$ cat config.mk
export PLATFORM = sky130hd
export DESIGN_NAME = alu_multiword_seq
export DESIGN_NICKNAME = d
export VERILOG_FILES = /design/src/rtl/alu_multiword_seq_pkg.sv /design/src/rtl/alu_multiword_seq.sv
export SDC_FILE = /design/constraint.sdc
export NUM_CORES = 1
export LEC_CHECK = 0
export CAP_MARGIN = 20
export CORE_AREA = 2 2 199 201
export CTS_CLUSTER_SIZE = 10
export DETAILED_ROUTE_END_ITERATION = 8
export DIE_AREA = 0 0 201 203
export PLACE_DENSITY = 0.74
export SLEW_MARGIN = 25
export SYNTH_ARGS = -nofsm -noshare
export SYNTH_HDL_FRONTEND = slang
export SYNTH_SLANG_ARGS = --single-unit
$ cat constraint.sdc
create_clock -name clk -period 6.05 [get_ports clk]
set_input_delay 1.21 -clock clk [delete_from_list [all_inputs] [get_ports clk]]
set_output_delay 1.21 -clock clk [all_outputs]
set_load 0.02 [all_outputs]
$ cat src/rtl/alu_multiword_seq_pkg.sv
// Shared types for the multi-word ALU sequencer: ALU opcodes, flag
// indices, sequencer opcodes/states and the port-group bundles.
package alu_multiword_seq_pkg;

    typedef enum logic [3:0] {
        Alu_Add = 4'd0,
        Alu_Adc = 4'd1,
        Alu_Sub = 4'd2,
        Alu_Sbc = 4'd3,
        Alu_And = 4'd4,
        Alu_Or  = 4'd5,
        Alu_Xor = 4'd6
    } AluOper;

    // Flag vector layout is {N, V, Z, C}
    localparam int FlagC = 0;
    localparam int FlagZ = 1;
    localparam int FlagV = 2;
    localparam int FlagN = 3;

    typedef enum logic [2:0] {
        MwAdd = 3'd0,
        MwSub = 3'd1,
        MwAnd = 3'd2,
        MwOr  = 3'd3,
        MwXor = 3'd4
    } MwOp;

    typedef enum logic [1:0] {
        MwIdle = 2'd0,
        MwRun  = 2'd1,
        MwDone = 2'd2
    } MwState;

    localparam int MW_WORD_WIDTH = 32;
    localparam int MW_MAX_WORDS  = 4;
    localparam int MW_NW_WIDTH   = $clog2(MW_MAX_WORDS + 1);

    typedef struct packed {
        logic                                  start_valid;
        MwOp                                   op;
        logic [MW_NW_WIDTH-1:0]                num_words;
        logic [MW_MAX_WORDS*MW_WORD_WIDTH-1:0] a;
        logic [MW_MAX_WORDS*MW_WORD_WIDTH-1:0] b;
        logic [3:0]                            flags;
    } StrcInMwSeq;

    typedef struct packed {
        logic                                  start_ready;
        logic [MW_MAX_WORDS*MW_WORD_WIDTH-1:0] result;
        logic [3:0]                            flags;
        logic                                  done;
    } StrcOutMwSeq;

    function automatic logic is_arith(input MwOp op);
        return (op == MwAdd) || (op == MwSub);
    endfunction

endpackage

$ cat src/rtl/alu_multiword_seq.sv
// Multi-word sequencer: drives the shared word ALU one word per cycle,
// LSW first, chaining carry/borrow through C.
// Ports: start_valid/start_ready request handshake with op, num_words,
//   a_in, b_in, flags_in; alu_oper/alu_a/alu_b/alu_flags drive the ALU,
//   alu_out/alu_flags_out return from it; result/flags_out/done report.
module alu_multiword_seq
    import alu_multiword_seq_pkg::*;
#(
    parameter int WORD_WIDTH = 32,
    parameter int MAX_WORDS  = 4,
    parameter int NW_WIDTH   = $clog2(MAX_WORDS + 1)
) (
    input  logic                            clk,
    input  logic                            rst_n,
    input  logic                            start_valid,
    output logic                            start_ready,
    input  MwOp                             op,
    input  logic [NW_WIDTH-1:0]             num_words,
    input  logic [MAX_WORDS*WORD_WIDTH-1:0] a_in,
    input  logic [MAX_WORDS*WORD_WIDTH-1:0] b_in,
    input  logic [3:0]                      flags_in,
    output AluOper                          alu_oper,
    output logic [WORD_WIDTH-1:0]           alu_a,
    output logic [WORD_WIDTH-1:0]           alu_b,
    output logic [3:0]                      alu_flags,
    input  logic [WORD_WIDTH-1:0]           alu_out,
    input  logic [3:0]                      alu_flags_out,
    output logic [MAX_WORDS*WORD_WIDTH-1:0] result,
    output logic [3:0]                      flags_out,
    output logic                            done
);

    localparam int IDX_WIDTH = (MAX_WORDS > 1) ? $clog2(MAX_WORDS) : 1;
    localparam logic [NW_WIDTH-1:0] MAX_NW = NW_WIDTH'(MAX_WORDS);
    localparam logic [NW_WIDTH-1:0] ONE_NW = NW_WIDTH'(1);

    MwState                state_q;
    MwState                state_d;
    MwOp                   op_q;
    logic [IDX_WIDTH-1:0]  idx_q;
    logic [IDX_WIDTH-1:0]  last_q;
    logic [IDX_WIDTH-1:0]  last_d;
    logic [NW_WIDTH-1:0]   nw_eff;
    logic [WORD_WIDTH-1:0] a_w   [MAX_WORDS];
    logic [WORD_WIDTH-1:0] b_w   [MAX_WORDS];
    logic [WORD_WIDTH-1:0] res_w [MAX_WORDS];
    logic [3:0]            wflags_q;
    logic                  run_z_q;
    logic [3:0]            flags_q;
    logic                  done_q;
    logic                  accept;
    logic                  last_word;
    logic                  arith;

    assign accept    = start_valid && (state_q == MwIdle);
    assign last_word = (idx_q == last_q);
    assign arith     = is_arith(op_q);

    // 0 words means 1; oversize requests clamp to the operand width
    always_comb begin
        nw_eff = num_words;
        if (num_words == '0) begin
            nw_eff = ONE_NW;
        end else if (num_words > MAX_NW) begin
            nw_eff = MAX_NW;
        end
        last_d = IDX_WIDTH'(nw_eff - ONE_NW);
    end

    always_ff @(posedge clk or negedge rst_n) begin
        if (!rst_n) begin
            state_q <= MwIdle;
        end else begin
            state_q <= state_d;
        end
    end

    always_comb begin
        state_d     = state_q;
        start_ready = 1'b0;
        alu_oper    = Alu_Add;
        alu_a       = '0;
        alu_b       = '0;
        alu_flags   = '0;
        unique case (state_q)
            MwIdle: begin
                start_ready = 1'b1;
                if (accept) begin
                    state_d = MwRun;
                end
            end
            MwRun: begin
                alu_a     = a_w[idx_q];
                alu_b     = b_w[idx_q];
                alu_flags = wflags_q;
                unique case (1'b1)
                    op_q == MwAdd:
                        alu_oper = (idx_q == '0) ? Alu_Add : Alu_Adc;
                    op_q == MwSub:
                        alu_oper = (idx_q == '0) ? Alu_Sub : Alu_Sbc;
                    op_q == MwAnd: alu_oper = Alu_And;
                    op_q == MwOr:  alu_oper = Alu_Or;
                    op_q == MwXor: alu_oper = Alu_Xor;
                    default:       alu_oper = Alu_Add;
                endcase
                if (last_word) begin
                    state_d = MwDone;
                end
            end
            MwDone: begin
                state_d = MwIdle;
            end
            default: begin
                state_d = MwIdle;
            end
        endcase
    end

    always_ff @(posedge clk or negedge rst_n) begin
        if (!rst_n) begin
            op_q     <= MwAdd;
            idx_q    <= '0;
            last_q   <= '0;
            wflags_q <= '0;
            run_z_q  <= 1'b0;
            flags_q  <= '0;
            done_q   <= 1'b0;
            for (int i = 0; i < MAX_WORDS; i++) begin
                a_w[i]   <= '0;
                b_w[i]   <= '0;
                res_w[i] <= '0;
            end
        end else begin
            done_q <= 1'b0;
            if (accept) begin
                op_q     <= op;
                idx_q    <= '0;
                last_q   <= last_d;
                wflags_q <= flags_in;
                run_z_q  <= 1'b1;
                for (int i = 0; i < MAX_WORDS; i++) begin
                    a_w[i]   <= a_in[i*WORD_WIDTH +: WORD_WIDTH];
                    b_w[i]   <= b_in[i*WORD_WIDTH +: WORD_WIDTH];
                    res_w[i] <= '0;
                end
            end
            if (state_q == MwRun) begin
                res_w[idx_q] <= alu_out;
                run_z_q      <= run_z_q & alu_flags_out[FlagZ];
                if (arith) begin
                    wflags_q[FlagC] <= alu_flags_out[FlagC];
                end
                if (last_word) begin
                    flags_q[FlagN] <= alu_flags_out[FlagN];
                    flags_q[FlagV] <= arith ? alu_flags_out[FlagV]
                                            : wflags_q[FlagV];
                    flags_q[FlagZ] <= run_z_q & alu_flags_out[FlagZ];
                    flags_q[FlagC] <= arith ? alu_flags_out[FlagC]
                                            : wflags_q[FlagC];
                    done_q         <= 1'b1;
                end else begin
                    idx_q <= idx_q + 1'b1;
                end
            end
        end
    end

    for (genvar g = 0; g < MAX_WORDS; g++) begin : g_res
        assign result[g*WORD_WIDTH +: WORD_WIDTH] = res_w[g];
    end

    assign flags_out = flags_q;
    assign done      = done_q;

endmodule

After elaboration in Yosys (flattened, before gate mapping). Index checks and enable logic that the tools add are counted.

Input port bits: 305. Flip-flop bits (word level): 403. Output and inout bits: 206. Logic and storage cells: 82.

Magnitude comparators: 3. Multiplexer cells: 36. Add/sub/neg operators: 2. Reduce and logical (&&, ||, !) cells: 10. Equal/unequal tests: 8. Bitwise gates (word level): 2.

Operators with widths (count): $mux 128 (2); $mux 32 (7); $bmux 32 s2 (2); $bwmux 128 (1); $demux 32 s2 (1); $pmux 3 s5 (1); $mux 2 (7); $mux 1 (12); $mux 4 (2); $eq 3x2->1 const B (2); $logic_not 3->1 (2); $logic_not 2->1 (2); $ne 2x2->1 const B (2); $pmux 2 s2 (1); $reduce_and 2->1 (2); $eq 3x1->1 const B (1); $eq 3x3->1 const B (1); $ge 3x3->1 const B (1); $gt 3x3->1 const B (1); $lt 3x1->1 const B (1); $not 2->3 (1); $add 2x1->2 const B (1); $eq 2x1->1 const B (1); $eq 2x2->1 (1); other kinds (5) (6).

Depth between registers and ports, before layout. Gate-level depths: netlist of run 1.

Word-level depth: 7. Gate-level depth with buffers: 10. Mapped depth without buffers: 5.

Worst setup path before layout of run 1. OpenSTA, ideal clock, no wires.

Kind: register -> output. Start: register idx_q[1]. End: output port alu_oper[0]. Buffers on the path: 3. Slack: 3098 ps. Required time: 4840 ps. Arrival time: 1742 ps. Cell stages (with the launch flop): 9. Cell sequence: dfrtp_1 > buf_2 > buf_2 > buf_2 > inv_1 > ha_1 > nor2_1 > a21oi_1 > nor3_1.

Cells in the longest elaborated chain, start to end: 4. Elaborated cells on any way between the ends: 5. Classes of those cells: mux: 4; reduce/logical: 1.

Ends and longest elaborated chain: start, declared (RTL line alu_multiword_seq.sv:40) `logic [IDX_WIDTH-1:0] idx_q;`; start signal, assigned (RTL line alu_multiword_seq.sv:162) `idx_q <= idx_q + 1'b1;`; $logic_not 2->1 (*) (RTL line alu_multiword_seq.sv:98, alu_multiword_seq.sv:100); $mux 1 (RTL line alu_multiword_seq.sv:98, alu_multiword_seq.sv:100); $pmux 3 s5 (*) (RTL line alu_multiword_seq.sv:96) `unique case (1'b1)`; $mux 4 (*) (RTL line alu_multiword_seq.sv:85) `unique case (state_q)`; end, declared (RTL line alu_multiword_seq.sv:22) `output AluOper alu_oper,`.

Every way passes the cells marked *; elsewhere a longest branch is shown, timed or not.

Worst setup path after layout of run 1.
Start: register idx_q[0]. End: output port alu_b[13].

Cells in the longest elaborated chain, start to end: 5.

Ends and longest elaborated chain: $not 2->3 (implied by the code) (RTL line alu_multiword_seq.sv:94) `alu_b = b_w[idx_q];`; $bmux 32 s2 (RTL line alu_multiword_seq.sv:94); $mux 32 (implied by the code) (2 in a row) (RTL line alu_multiword_seq.sv:94); $mux 32 (RTL line alu_multiword_seq.sv:85); end, declared (RTL line alu_multiword_seq.sv:24) `output logic [WORD_WIDTH-1:0] alu_b,`.

Every way passes these cells. The select of a mux whose other input is x is not followed.

==> summary.md, run 1 <==
| Metric | Value |
|---|---|
| Layout cells sized above 1 | `7.119%` |
| Number of max-slew violations in the final report | `0` |
| Power, Total | `12.70 mW` |
| Die ar. | `0.04080 mm²` |
| Final setup TNS | `0 ps` |
| Main synth FF type | `dfrtp_1` |
| Initial antenna violation count | `12` |
| Required time worst endpoint | `4840 ps` |
| Hold_ws | `469.6 ps` |
| Gate Count Post-Synth | `1633` |
| DP Wirelength | `36.65 mm` |
| Slew at the pin closest to its max-slew limit | `941.5 ps` |
| Area of the mapped netlist | `0.01728 mm²` |
| Post-synth EDFFs | `0` |
| Final Hold Viols | `0` |
| CP startpoint kind | `flop` |
| Overall die width | `201 µm` |
| Synth warnings | `0` |
| Register bit total from synthesis | `403` |
| Core Area | `0.03847 mm²` |
| Final WS setup | `1302 ps` |
| Grt total ovfl | `0` |
| Worst path arrival time | `3540 ps` |
| Area fraction of the dominant cell type after synthesis | `58.36%` |
| Net count after synthesis | `1942` |
| Top post-synthesis cells by area | `dfrtp_1 58%, nand2_1 17%, mux4_2 8.3%` |
| CTS resizes | `0` |
| Final wirelength | `53.44 mm` |
| Clk buf depth | `3` |
| Syn Area/Cell | `10.58 µm²` |
| Reg clk slew, reported paths | `60 ps` |
| I/O Buffers | `509` |
| Critical path class | `reg -> out` |
| Largest net degree at the start of global routing | `197` |
| Total Routing Usage GR | `26.30%` |
| Hold_buf cts | `0` |
| Post-DRT Antenna Nets | `0` |
| Synth-to-layout area growth | `37.92%` |
| Final worst path period need | `4748 ps` |
| Clock root cell | `clkbuf_16` |
| Clk_lat worst skew | `560 ps` |
| Post-place setup slack | `1784 ps` |
| # DRC | `0` |
| Fillcell total | `3174` |
| Crit end category | `output pin` |
| Final Cycle Share | `78.48%` |
| Drt wl/cell | `20.28 µm` |
| Number of CTS-inserted buffers | `47` |
| CTS Sinks | `403` |
| Starting DRC count in detailed routing | `1021` |
| GP Congestion | `0.8774` |
| CP Max Fanout | `45` |
| Leak pwr | `11.31 nW` |
| CTS H-Tree Depth | `2` |
| Largest area contributor in the netlist | `dfrtp_1` |
| Status | `finished, final reports clean` |
| First-pass GRT wire length | `83.65 mm` |
| Count leader, synth | `nand2_1` |
| Max-Cap Viols | `0` |
| Hold WC Path Type | `reg -> reg` |
| CTS tree | `done` |
| FP Rows | `72` |
| # IOs | `511` |
| Synth unique cells | `38` |
| Die Y | `203 µm` |
| Final net count | `2404` |
| Ys async rst share | `100.0%` |
| Postcts setup bufs | `0` |
| RSZ-0062 raised after global routing | `false` |
| Fmax | `210.6 MHz` |
| Routed vias/inst | `5.266` |
| Dpl cells | `2564` |
| Final setup vio count | `0` |
| DRT Pass-1 Iters | `4` |
| Non-Filler Instances | `2635` |
| Pwr/cell area | `533.0 mW/mm²` |
| Total number of vias | `13877` |
| Starting Density | `44.92%` |
| Sequential area share after synthesis | `58.36%` |
| Maximum vdd ir drop | `349.9 µV` |
| Flop2flop setup slack | `2750 ps` |
| Final Skew | `10.01 ps` |
| Slew headroom | `37.24%` |
| List of most frequent post-synthesis cells | `791 x nand2_1, 403 x dfrtp_1, 128 x a22o_1, 68 x and2_1, 64 x mux4_2` |
| Vias in the first global route | `14387` |
[worst max-delay path, stage by stage (launching register included)]
cell,delay [ps]
dfrtp_4,1050
buf_4,590
mux4_2,570
and2_1,170
clkdlybuf4s50_1,550
[cell usage in the layout, fill, tap and decap left out, drive strengths merged]
master	count
inv	5
o21ai	8
o211ai	1
diode	10
mux2	5
clkbuf	60
a21oi	3
mux2i	1
nand2	791
nor3	4
clkinv	1
or3	1
and2	68
or3b	1
nor2	9
ha	4
nor2b	3
dfrtp	403
o21bai	1
a31oi	1
nor4	1
nor3b	2
o22a	1
xnor2	1
and3b	4
o2bb2ai	1
mux4	64
nand3	1
conb	1
nand2b	1
clkdlybuf4s50	508
xor2	2
nor4bb	1
buf	21
a22o	128
[path summary, 6_finish.rpt]
path | endpoint | from | cells past startpoint
worst max-delay path | alu_b[13] | idx_q[0] | 4
min in group asynchronous | b_w[118] | rst_n | 1
max in group asynchronous | a_w[50] | rst_n | 2
worst min register to register | a_w[45] | a_w[45] | 2
worst max register to register | result[74] | idx_q[0] | 7
worst min-delay path | a_w[45] | a_w[45] | 2
[power by group]
group	switching, mW	leakage (nW)	internal, mW	total [mW]
logic	2.83	5.55	2.64	5.47
registers	0.829	5.12	3.88	4.71
clock network	1.05	0.639	1.47	2.52
[registers in the layout (all words and copies together), names as in the netlist]
register	flops
state_q	2
result	128
last_q	2
op_q	3
a_w	128
done	1
run_z_q	1
idx_q	2
wflags_q	4
b_w	128
flags_out	4
[cell type report]
type / instances / area, µm² / share of cell area, %
Tap cell: 518 / 648.1 / 2.720
Multi-Input combinational cell: 1109 / 6405 / 26.88
Antenna cell: 10 / 25.02 / 0.1050
Timing Repair Buffer: 529 / 5340 / 22.41
Inverter: 5 / 18.77 / 0.07875
Clock inverter: 1 / 5.005 / 0.02100
Sequential cell: 403 / 10090 / 42.35
Clock buffer: 60 / 1297 / 5.444
[per-layer routing]
metal	routed length, µm	up-vias	global-route usage [%]	share of wire (%)
met5	27	-	0	0.051
met2	25660	602	42.60	48
met1	20810	6899	32.95	39
met4	1936	4	11.16	3.6
met3	4999	106	7.994	9.4
li1	-	6266	-	-
[kinds of logic after synthesis]
kind of cell / count (synthesis) / share of synthesized area [%]
compound gates: 144 / 7.031
xor+xnor: 3 / 0.1521
fa+ha+maj: 4 / 0.2897
buf+inv: 121 / 4.692
flops: 403 / 58.36
mux: 70 / 8.726
other cells: 1 / 0.02170
simple gates: 887 / 20.72
[through the flow]
stage	area, µm²	utilization, %
2_1_floorplan	17280	-
3_3_place_gp	22450	58.36
3_5_place_dp	22500	58.50
4_1_cts	23810	61.89
5_1_grt	23830	61.95
6_report	23830	61.95
No activity file was read; power rests on OpenSTA's default activity.
==> inputs of run 2 (changes only) <==
==> constraint.sdc (replaced) <==
create_clock -name clk -period 4.8 [get_ports clk]
set_input_delay 0.96 -clock clk [delete_from_list [all_inputs] [get_ports clk]]
set_output_delay 0.96 -clock clk [all_outputs]
set_load 0.02 [all_outputs]
==> run 2 against run 1 <==
Non-clock buffer count rose by 2. Clock skew rose by 2.7 ps. Setup slack got worse by 610 ps. Register-to-register slack got worse by 1100 ps. Via count fell by 0.53%. Clock power rose by 23%. Combinational power rose by 27%. Critical path type unchanged. Largest cell class unchanged.
==> summary.md, run 2 (synthesized netlist as in run 1, its figures left out) <==
| Metric | Value |
|---|---|
| Status | `finished, final reports clean` |
| Fmax | `243.7 MHz` |
| Final Cycle Share | `85.48%` |
| Clock root cell | `clkbuf_16` |
| GP Congestion | `0.9012` |
| DRT Pass-1 Iters | `5` |
| Total number of vias | `13804` |
| Commonest cells after routing, fill and taps aside | `791 x nand2_1, 508 x clkdlybuf4s50_1, 401 x dfrtp_1` |
| Crit end category | `output pin` |
| Number of CTS-inserted buffers | `47` |
| Post-DRT Antenna Nets | `0` |
| Fillcell total | `3112` |
| Final setup vio count | `0` |
| Starting Density | `44.92%` |
| Reg clk slew, reported paths | `60 ps` |
| FP Rows | `72` |
| Core Area | `0.03847 mm²` |
| Max-Cap Viols | `0` |
| CP Max Fanout | `56` |
| Logic pwr share | `43.4%` |
| Grt total ovfl | `0` |
| Slew headroom | `39.25%` |
| Hold_buf cts | `0` |
| Placed inst area | `0.02255 mm²` |
| I/O Buffers | `509` |
| Final Skew | `12.67 ps` |
| Post-place setup slack | `1288 ps` |
| Cell area after layout | `0.02382 mm²` |
| Postcts setup bufs | `0` |
| Final Hold Viols | `0` |
| Internal | `9.995 mW` |
| Starting DRC count in detailed routing | `749` |
| Drt wl/cell | `20.20 µm` |
| Final worst path period need | `4103 ps` |
| Final WS setup | `696.9 ps` |
| Largest net degree at the start of global routing | `149` |
| Die ar. | `0.04080 mm²` |
| CTS resizes | `0` |
| RSZ-0062 raised after global routing | `false` |
| DP Wirelength | `36.58 mm` |
| Final wirelength | `53.26 mm` |
| First-pass GRT wire length | `83.46 mm` |
| Slew at the pin closest to its max-slew limit | `911.3 ps` |
| CTS H-Tree Depth | `2` |
| Synth-to-layout area growth | `37.86%` |
| Total Routing Usage GR | `26.18%` |
| # IOs | `511` |
| Clk pwr share | `19.5%` |
| CP startpoint kind | `flop` |
| Critical path class | `reg -> out` |
| Worst path arrival time | `3140 ps` |
| Maximum vdd ir drop | `345.1 µV` |
| Leak pwr | `11.30 nW` |
| Die Y | `203 µm` |
| Layout cells sized above 1 | `7.112%` |
| Overall die width | `201 µm` |
| Core Util, Final | `61.92%` |
| Clk_lat worst skew | `560 ps` |
| CTS tree | `done` |
| Flop pwr share | `37.1%` |
| # DRC | `0` |
| Vias in the first global route | `14522` |
| Initial antenna violation count | `16` |
| Final setup TNS | `0 ps` |
| Pwr/cell area | `668.9 mW/mm²` |
| Required time worst endpoint | `3840 ps` |
| Hold WC Path Type | `in -> async` |
| Switching Share | `37.27%` |
| Hold_ws | `344.7 ps` |
| Clk buf depth | `3` |
| Final net count | `2406` |
| NetSw | `5.938 mW` |
| Commonest non-fill, non-tap cell in the layout | `nand2_1` |
| CTS Sinks | `403` |
| Routed vias/inst | `5.235` |
| Number of max-slew violations in the final report | `0` |
## run 2: cell types whose count changed in the layout (fill, tap and decap cells not counted)
cell	before	now
clkbuf_1	8	10
buf_16	2	1
clkbuf_16	49	47
clkbuf_8	3	1
clkinv_2	1	2
inv_6	0	1
buf_4	14	13
buf_12	4	8
## run 2: power groups by stage
stage | Combinational (mW) | Sequential (mW) | Clock [mW]
floorplan | 4.02 | 6.01 | 0
global placement | 6.77 | 5.90 | 0
detailed placement | 6.94 | 5.94 | 0
CTS | 6.98 | 5.91 | 3.16
global route | 7.48 | 6.10 | 3.28
finish | 6.92 | 5.91 | 3.10
## run 2: path summary, 6_finish.rpt
path	start	end	slack (ps)	depth (start not counted)
min in group clk	b_w[33]	b_w[33]	470	2
hold / removal	rst_n	b_w[118]	340	1
max in group asynchronous	rst_n	b_w[20]	3370	2
setup reg to reg	idx_q[0]	result[10]	1610	8
setup / recovery	idx_q[1]	alu_b[7]	700	4
hold reg to reg	b_w[33]	b_w[33]	470	2
## run 2: through the flow
stage	total power, mW	cells
finish	15.93	2637
global placement	12.68	2565
CTS	16.05	2627
detailed placement	12.88	2566
global route	16.86	2637
floorplan	10.03	1633
## run 2: per-layer routing
| metal | track usage (%) | vias up | part of all wire [%] |
|---|---|---|---|
| met5 | 0 | - | 0.15 |
| met4 | 12.65 | 12 | 4.2 |
| met3 | 7.945 | 127 | 9.0 |
| met2 | 41.84 | 576 | 47 |
| met1 | 32.66 | 6818 | 39 |
| li1 | - | 6271 | - |
## run 2: worst max-delay path, cell delays in order, from the launching register on
cell and delay, ps:
dfrtp_4 990, buf_4 420, mux4_2 340, and2_1 200, clkdlybuf4s50_1 550
## run 2: cell type report
cell class | count | area [µm²] | share of cell area, %
Inverter | 5 | 18.77 | 0.07879
Sequential cell | 403 | 10090 | 42.37
Timing Repair Buffer | 531 | 5385 | 22.61
Antenna cell | 10 | 25.02 | 0.1051
Multi-Input combinational cell | 1109 | 6405 | 26.89
Clock inverter | 3 | 18.77 | 0.07879
Tap cell | 518 | 648.1 | 2.721
Clock buffer | 58 | 1227 | 5.153
